`config.mk`:
```
export PLATFORM = sky130hd
export DESIGN_NAME = ball_video_tracker
export DESIGN_NICKNAME = d
export VERILOG_FILES = /design/src/rtl/ball_video_tracker.sv
export SDC_FILE = /design/constraint.sdc
export NUM_CORES = 1
export LEC_CHECK = 0
export ABC_CLOCK_PERIOD_IN_PS = 3100
export CAP_MARGIN = 15
export CELL_PAD_IN_SITES_DETAIL_PLACEMENT = 1
export CELL_PAD_IN_SITES_GLOBAL_PLACEMENT = 1
export CORE_MARGIN = 10
export CORE_UTILIZATION = 39
export DETAILED_ROUTE_END_ITERATION = 16
export GPL_TIMING_DRIVEN = 0
export PLACE_DENSITY = 0.83
export SLEW_MARGIN = 20
export SYNTH_ARGS = -nofsm -noshare
export SYNTH_HDL_FRONTEND = slang
export SYNTH_SLANG_ARGS = --single-unit
export TNS_END_PERCENT = 5
```
`constraint.sdc`:
```
create_clock -name clk -period 3.1 [get_ports clk]
set_input_delay 0.465 -clock clk [delete_from_list [all_inputs] [get_ports clk]]
set_output_delay 0.465 -clock clk [all_outputs]
set_load 0.005 [all_outputs]
```
`src/rtl/ball_video_tracker.sv`:
```
// Rebuilds pixel coordinates from the hvsync bus and reports the bounding box of target-coloured pixels per frame.
// Optional macro BALL_VIDEO_TRACKER_VEL_EN adds frame-to-frame xmin/ymin deltas on obj_dx/obj_dy/vel_valid.
module ball_video_tracker #(
  parameter int H_DISPLAY = 256,
  parameter int V_DISPLAY = 240,
  parameter int H_BACK = 23,
  parameter int V_BACK = 5,
  parameter logic [2:0] TARGET_RGB = 3'b111
) (
  input  logic       clk,
  input  logic       reset,
  input  logic       hsync,
  input  logic       vsync,
  input  logic [2:0] rgb,
  output logic [8:0] obj_xmin,
  output logic [8:0] obj_xmax,
  output logic [8:0] obj_ymin,
  output logic [8:0] obj_ymax,
  output logic       obj_found,
  output logic       frame_strobe,
  output logic [9:0] obj_dx,
  output logic [9:0] obj_dy,
  output logic       vel_valid
);

  typedef enum logic [1:0] {SYNC_WAIT, SCAN, REPORT} state_t;

  localparam logic [9:0] X_LO = 10'(H_BACK);
  localparam logic [9:0] X_HI = 10'(H_BACK + H_DISPLAY);
  localparam logic [9:0] Y_LO = 10'(V_BACK);
  localparam logic [9:0] Y_HI = 10'(V_BACK + V_DISPLAY);
  localparam logic [8:0] X_OFF = 9'(H_BACK);
  localparam logic [8:0] Y_OFF = 9'(V_BACK);

  state_t     state;
  logic       hs_r, vs_r, hs_d, vs_d;
  logic [2:0] rgb_r;
  logic [8:0] x_cnt, y_cnt;
  logic [8:0] acc_xmin, acc_xmax, acc_ymin, acc_ymax;
  logic       acc_any;
  logic       hs_fall, vs_fall, vs_rise;
  logic       x_valid, y_valid, hit, report_now;
  logic [8:0] px, py;

  always_ff @(posedge clk or posedge reset) begin
    if (reset) begin
      hs_r  <= 1'b0;
      vs_r  <= 1'b0;
      hs_d  <= 1'b0;
      vs_d  <= 1'b0;
      rgb_r <= 3'b000;
    end else begin
      hs_r  <= hsync;
      vs_r  <= vsync;
      rgb_r <= rgb;
      hs_d  <= hs_r;
      vs_d  <= vs_r;
    end
  end

  assign hs_fall = hs_d & ~hs_r;
  assign vs_fall = vs_d & ~vs_r;
  assign vs_rise = ~vs_d & vs_r;

  // Counters saturate so a stalled sync can never wrap back into the visible window.
  always_ff @(posedge clk or posedge reset) begin
    if (reset) begin
      x_cnt <= '0;
      y_cnt <= '0;
    end else begin
      if (hs_fall)
        x_cnt <= '0;
      else if (x_cnt != 9'd511)
        x_cnt <= x_cnt + 9'd1;
      if (vs_fall)
        y_cnt <= '0;
      else if (hs_fall && y_cnt != 9'd511)
        y_cnt <= y_cnt + 9'd1;
    end
  end

  assign x_valid    = ({1'b0, x_cnt} >= X_LO) && ({1'b0, x_cnt} < X_HI);
  assign y_valid    = ({1'b0, y_cnt} >= Y_LO) && ({1'b0, y_cnt} < Y_HI);
  assign px         = x_cnt - X_OFF;
  assign py         = y_cnt - Y_OFF;
  assign hit        = x_valid && y_valid && !vs_r && (rgb_r == TARGET_RGB);
  assign report_now = (state == SCAN) && vs_rise;

  always_ff @(posedge clk or posedge reset) begin
    if (reset) begin
      state        <= SYNC_WAIT;
      acc_xmin     <= 9'd511;
      acc_xmax     <= '0;
      acc_ymin     <= 9'd511;
      acc_ymax     <= '0;
      acc_any      <= 1'b0;
      obj_xmin     <= '0;
      obj_xmax     <= '0;
      obj_ymin     <= '0;
      obj_ymax     <= '0;
      obj_found    <= 1'b0;
      frame_strobe <= 1'b0;
    end else begin
      case (state)
        SYNC_WAIT: begin
          frame_strobe <= 1'b0;
          if (vs_fall)
            state <= SCAN;
        end
        SCAN: begin
          if (vs_rise) begin
            obj_xmin     <= acc_any ? acc_xmin : 9'd0;
            obj_xmax     <= acc_any ? acc_xmax : 9'd0;
            obj_ymin     <= acc_any ? acc_ymin : 9'd0;
            obj_ymax     <= acc_any ? acc_ymax : 9'd0;
            obj_found    <= acc_any;
            frame_strobe <= 1'b1;
            acc_xmin     <= 9'd511;
            acc_xmax     <= '0;
            acc_ymin     <= 9'd511;
            acc_ymax     <= '0;
            acc_any      <= 1'b0;
            state        <= REPORT;
          end else if (hit) begin
            if (px < acc_xmin) acc_xmin <= px;
            if (px > acc_xmax) acc_xmax <= px;
            if (py < acc_ymin) acc_ymin <= py;
            if (py > acc_ymax) acc_ymax <= py;
            acc_any <= 1'b1;
          end
        end
        REPORT: begin
          frame_strobe <= 1'b0;
          state        <= SCAN;
        end
        default: state <= SYNC_WAIT;
      endcase
    end
  end

`ifdef BALL_VIDEO_TRACKER_VEL_EN
  logic [8:0] prev_xmin, prev_ymin;
  logic       prev_found;

  // Deltas are only meaningful when the ball was seen in both frames.
  always_ff @(posedge clk or posedge reset) begin
    if (reset) begin
      prev_xmin  <= '0;
      prev_ymin  <= '0;
      prev_found <= 1'b0;
      obj_dx     <= '0;
      obj_dy     <= '0;
      vel_valid  <= 1'b0;
    end else if (report_now) begin
      if (acc_any && prev_found) begin
        obj_dx    <= {1'b0, acc_xmin} - {1'b0, prev_xmin};
        obj_dy    <= {1'b0, acc_ymin} - {1'b0, prev_ymin};
        vel_valid <= 1'b1;
      end else begin
        obj_dx    <= '0;
        obj_dy    <= '0;
        vel_valid <= 1'b0;
      end
      prev_xmin  <= acc_any ? acc_xmin : 9'd0;
      prev_ymin  <= acc_any ? acc_ymin : 9'd0;
      prev_found <= acc_any;
    end
  end
`else
  assign obj_dx    = '0;
  assign obj_dy    = '0;
  assign vel_valid = 1'b0;
`endif

endmodule

```
; Word level (Yosys, flattened, before mapping)
; Cells that the tools add are included.
[op_classes]
addsub = 4
magnitude_cmp = 8
eq_ne = 7
n_mux = 27
n_bitwise = 6
reduce_logical = 25
[ops]
columns = operator, count
row1 = 2-to-1 mux 9 bit, 20
row2 = adder 9 x 1 -> 9 bit (second input constant), 2
row3 = > comparator 9 bit, 2
row4 = < comparator 9 bit, 2
row5 = inequality test 9 bit (second input constant), 2
row6 = nonzero test 2 bit, 8
row7 = AND reduction 3 bit, 4
row8 = greater-or-equal comparator 9 x 3 -> 1 bit (second input constant), 1
row9 = greater-or-equal comparator 9 x 5 -> 1 bit (second input constant), 1
row10 = < comparator 9 x 8 -> 1 bit (second input constant), 1
row11 = < comparator 9 bit (second input constant), 1
row12 = subtractor 9 x 3 -> 9 bit (second input constant), 1
row13 = subtractor 9 x 5 -> 9 bit (second input constant), 1
row14 = AND reduction 2 bit, 4
row15 = logical AND 1 bit, 6
row16 = one-hot mux 2 bit (3 select lines), 1
row17 = 2-to-1 mux 2 bit, 2
row18 = inequality test 2 bit (second input constant), 2
row19 = AND 1 bit, 3
row20 = equality test 3 bit (second input constant), 1
row21 = 2-to-1 mux 1 bit, 3
row22 = NOT 1 bit, 3
row23 = equality test 2 x 1 -> 1 bit (second input constant), 1
row24 = equality test 2 bit (second input constant), 1
row25 = other kinds (4), 4
[totals]
ff_bits = 102
in_bits = 7
output_inout_bits = 59
elab_cells = 96

; Longest topological paths before layout
[depth]
word_depth = 7
ltp_mapped = 14
depth_no_buf = 13

; Least setup slack after synthesis
; Ideal clock, no wire load.
[synth_path]
kind = reg2reg
startpoint = register y_cnt[0]
endpoint = register acc_ymin[0]
setup_ns = 0.080
arrival_time_ns = 2.790
required_time_ns = 3.020
slack_ns = 0.231
stages_incl_launch_ff = 14
path_buffers = 1
path_cell_list = dfrtp_1 inv_1 ha_1 inv_1 a21oi_1 xor2_1 ha_1 a211oi_1 nor2_1 o311ai_0 a21oi_1 or2_1 buf_6 o22a_1
[synth_via]
elab_chain_len = 7
[synth_lines]
columns = item, line_no
row1 = from (decl), 38  ; logic [8:0] x_cnt, y_cnt;
row2 = from (signal assigned), 78  ; y_cnt <= y_cnt + 9'd1;
row3 = "parallel branches: the longest is 7 deep, another holds subtractor 9 x 3 -> 9 bit", -
row4 = to (signal assigned), 127  ; if (py < acc_ymin) acc_ymin <= py;
row5 = to (decl), 39  ; logic [8:0] acc_xmin, acc_xmax, acc_ymin, acc_ymax;
; Parallel ways; which one is timed is not known. The select of a mux whose other input is x is not followed.
; A chain may end at the register's enable or synchronous reset.

; Final worst setup path
[layout_path]
startpoint = register y_cnt[0]
endpoint = register acc_ymax[8]
[layout_via]
elab_chain_len = 7
[layout_lines]
columns = item, line_no
row1 = "parallel branches: the longest is 7 deep, another holds subtractor 9 x 3 -> 9 bit", -
row2 = to (signal assigned), 128  ; if (py > acc_ymax) acc_ymax <= py;
row3 = to (decl), 39
; Parallel ways; which one is timed is not known. The select of a mux whose other input is x is not followed.

==> results_dict.tcl <==
set metrics [dict create \
    status "finished with violations" \
    violations "setup timing" \
    synth_ff_type "dfrtp_1" \
    timing.rr.start "y_cnt[0]$_DFFE_PP0P_" \
    grt_overflow 0 \
    synth_compound_area_share_pct 11.4 \
    grtUsageTotal_pct 16.1 \
    synth-simple-area-share_pct 17.4 \
    setup_ws_ns -0.0261 \
    hold_buffers 0 \
    dpl.hpwl_microns 10400 \
    cts-root-buf "clkbuf_16" \
    synth.distinct_cells 48 \
    cts_made_buffers 9 \
    fin_crit_ns 3.13 \
    fmax_mhz 320 \
    ys_seq_elements 102 \
    grt_pass1_vias 4674 \
    reg2reg_depth 13 \
    path_max_fanout 9 \
    nets 690 \
    fp.dieArea_sq_um 18900 \
    gp_congestion 0.865 \
    core_area_sq_um 13400 \
    grt_pass1_wl_microns 24100 \
    combPwrFrac_pct 27.8 \
    ios 66 \
    arrival_ns 3.37 \
    finalPower_mw 4.00 \
    start_util_pct 40.2 \
    synth_top_cell_by_area "dfrtp_1" \
    finalNonFillerCells 824 \
    crit_path_end_kind "flip-flop" \
    p_int_mw 2.74 \
    die_y_microns 138 \
    io_buffers 44 \
    viasPerCell 5.29 \
    cts.sinks 102 \
    cts_tree "built" \
    ys_seq_area_share_pct 47.8 \
    diodes 0 \
    cts_max_level 3 \
    skew_ns 0.00675 \
    netlist_area_sq_um 5390 \
    cp-start-kind "flip-flop" \
    drive_gt1_share_pct 17.0 \
    first_iter_violations 295 \
    synth.most_common_cell "nand2_1" \
    utilization_pct 50.3 \
    synthTopCellsByArea "dfrtp_1, ha_1, dfstp_2" \
    clkTransAtPathRegs_ns 0.07 \
    critPathCapture "acc_ymax[8]$_DFFE_PP0P_" \
    synthXorXnorAreaFrac_pct 4.23 \
    synthTopCellsByCount "nand2_1, dfrtp_1, nand3_1" \
    rsz0062_at_grt "yes" \
    p_leak_nw 3.22 \
    area_growth_pct 25.1 \
    powerDensity_nw_per_um2 594 \
    synthMuxAreaShare_pct 1.11 \
    required_ns 3.34 \
    hold_violations 0 \
    synth_edf_count 0 \
    wire_per_inst_microns 18.3 \
    async_flop_share_pct 100 \
    clkPwrFrac_pct 31.2 \
    clockBufferDepth 2 \
    power.switching_mw 1.26 \
    drc 0 \
    vias 4361 \
    syn_area_per_cell_sq_um 9.72 \
    criticalPathCategory "flip-flop to flip-flop" \
    netlist_instances 554 \
    core.rowCount 42 \
    slew_headroom_pct 58.0 \
    ff2ff_setup_slack_ns -0.03 \
    drt_wl_total_microns 15100 \
    synth-adder-area-share_pct 9.29 \
    grt_start_max_net_pins 35 \
    num-fill-cells 1530 \
    clkLatencyLatePin_ns 0.35 \
    antenna_found_initial 0 \
    vdd_drop_max_mv 0.280 \
    synth_top_cell_area_share_pct 39.0 \
    cap_violations 0 \
    sw_frac_of_total_pct 31.5 \
    synth_top_family_by_area "simple AND/OR/NAND/NOR gates" \
    power_frac_seq_pct 41.0 \
    worstMarginPinSlew_ns 0.629 \
    drv_slew 0 \
    fin_crit_sh_pct 101 \
    hp-class "input pin to asynchronous set/reset pin" \
    finalSetupViolations 2 \
    dr.pass1.iters 4 \
    drtAntennaViolNets 0 \
    placedCellCount 797 \
    timing.rr.end "acc_ymax[8]$_DFFE_PP0P_" \
    yosysWarningCount 0 \
    startpoint "y_cnt[0]$_DFFE_PP0P_" \
    fp.dieW_microns 138 \
    dp_slack_ns -0.372 \
]
## cell usage in the layout, fill, tap and decap left out, types with 6 or more instances in the layout
master / synthesis / final
buf_1: 7 / 7
clkbuf_1: 12 / 13
clkbuf_16: 0 / 9
dfstp_2: 18 / 18
a21oi_1: 19 / 15
conb_1: 1 / 21
mux2i_1: 6 / 6
ha_1: 40 / 38
nand3_1: 46 / 46
xnor2_1: 10 / 7
nor2_1: 31 / 30
dfrtp_1: 84 / 81
o21ai_0: 8 / 8
nor2b_1: 9 / 8
nand4_1: 9 / 9
a22o_1: 16 / 16
inv_1: 40 / 38
nand2_1: 90 / 90
buf_4: 22 / 34
o22a_1: 18 / 18
clkdlybuf4s50_1: 0 / 44
xor2_1: 16 / 11
## per-stage QoR
| stage | setup TNS [ns] | hold slack, ns | area, sq um |
|---|---|---|---|
| floorplan | 0 | 0.354 | 5470 |
| global route | -2.59 | 0.395 | 6740 |
| finish | -0.0276 | 0.377 | 6740 |
| CTS | -0.0241 | 0.383 | 6640 |
| detailed placement | -7.89 | 0.369 | 6190 |
| global placement | -3.25 | 0.363 | 6130 |
## worst max-delay path, stage by stage (launching register included)
cell	delay, ns
dfrtp_2	0.47
o21ai_1	0.24
nand2b_1	0.18
nor4_1	0.32
xor2_1	0.12
buf_4	0.17
ha_1	0.31
nand4_1	0.10
nor2_1	0.16
and4_1	0.24
a21oi_1	0.08
nor2b_2	0.18
buf_4	0.17
a32o_1	0.26
## area by class of cell
| type | count | area (sq um) | area share, % |
|---|---|---|---|
| buffer | 51 | 320 | 4.75 |
| timing repair buffer | 58 | 583 | 8.65 |
| clock inverter | 5 | 82.6 | 1.23 |
| tap | 176 | 220 | 3.27 |
| inverter | 40 | 154 | 2.28 |
| sequential | 102 | 2580 | 38.3 |
| clock buffer | 11 | 243 | 3.60 |
| multi-input combinational | 381 | 2560 | 38.0 |
## flip-flops by register name, summed over array words and instances, names as in the netlist, 9 cells and up
register  flops
obj_xmax      9
x_cnt         9
acc_xmax      9
obj_ymax      9
acc_xmin      9
acc_ymax      9
obj_ymin      9
y_cnt         9
obj_xmin      9
acc_ymin      9
## repair_timing
item | CTS | global route
pin swaps | 3 | 6
hold endpoints to repair | 0 | 0
endpoints found under the setup margin | 36 | 36
gates resized for setup | 21 | 9
buffers inserted | 2 | 9
## how the worst min path moves through the flow
| stage | from | to | slack [ns] |
|---|---|---|---|
| after floorplan | hs_r$_DFF_PP0_ | hs_d$_DFF_PP0_ | 0.35 |
| after global placement | hs_r$_DFF_PP0_ | hs_d$_DFF_PP0_ | 0.36 |
| after detailed placement | hs_r$_DFF_PP0_ | hs_d$_DFF_PP0_ | 0.37 |
| after CTS | reset | acc_ymax[2]$_DFFE_PP0P_ | 0.38 |
| after global routing | reset | acc_ymax[2]$_DFFE_PP0P_ | 0.39 |
| final | reset | obj_ymax[6]$_DFFE_PP0P_ | 0.38 |
## power groups by stage
| stage | logic (mW) | registers (mW) | clock network [mW] |
|---|---|---|---|
| final | 1.11 | 1.64 | 1.25 |
| after global routing | 1.24 | 1.66 | 1.31 |
| after CTS | 1.04 | 1.64 | 1.26 |
| after detailed placement | 0.943 | 1.66 | 0 |
| after global placement | 0.856 | 1.65 | 0 |
| after floorplan | 0.699 | 1.62 | 0 |
## routing by layer
| metal | vias to the layer above | GRT usage [%] | share of wire (%) |
|---|---|---|---|
| li1 | 2012 | - | - |
| met1 | 2227 | 18.9 | 41 |
| met2 | 99 | 28.2 | 52 |
| met3 | 23 | 3.02 | 4.7 |
| met4 | 0 | 6.26 | 2.2 |
| met5 | - | 0 | 0 |
## cell families after synthesis
logic type / count (synthesis)
buf+inv: 91
fa+ha+maj: 40
mux: 6
flops: 102
other cells: 1
simple gates: 206
xor+xnor: 26
compound gates: 82
No activity file was read; power rests on OpenSTA's default activity.
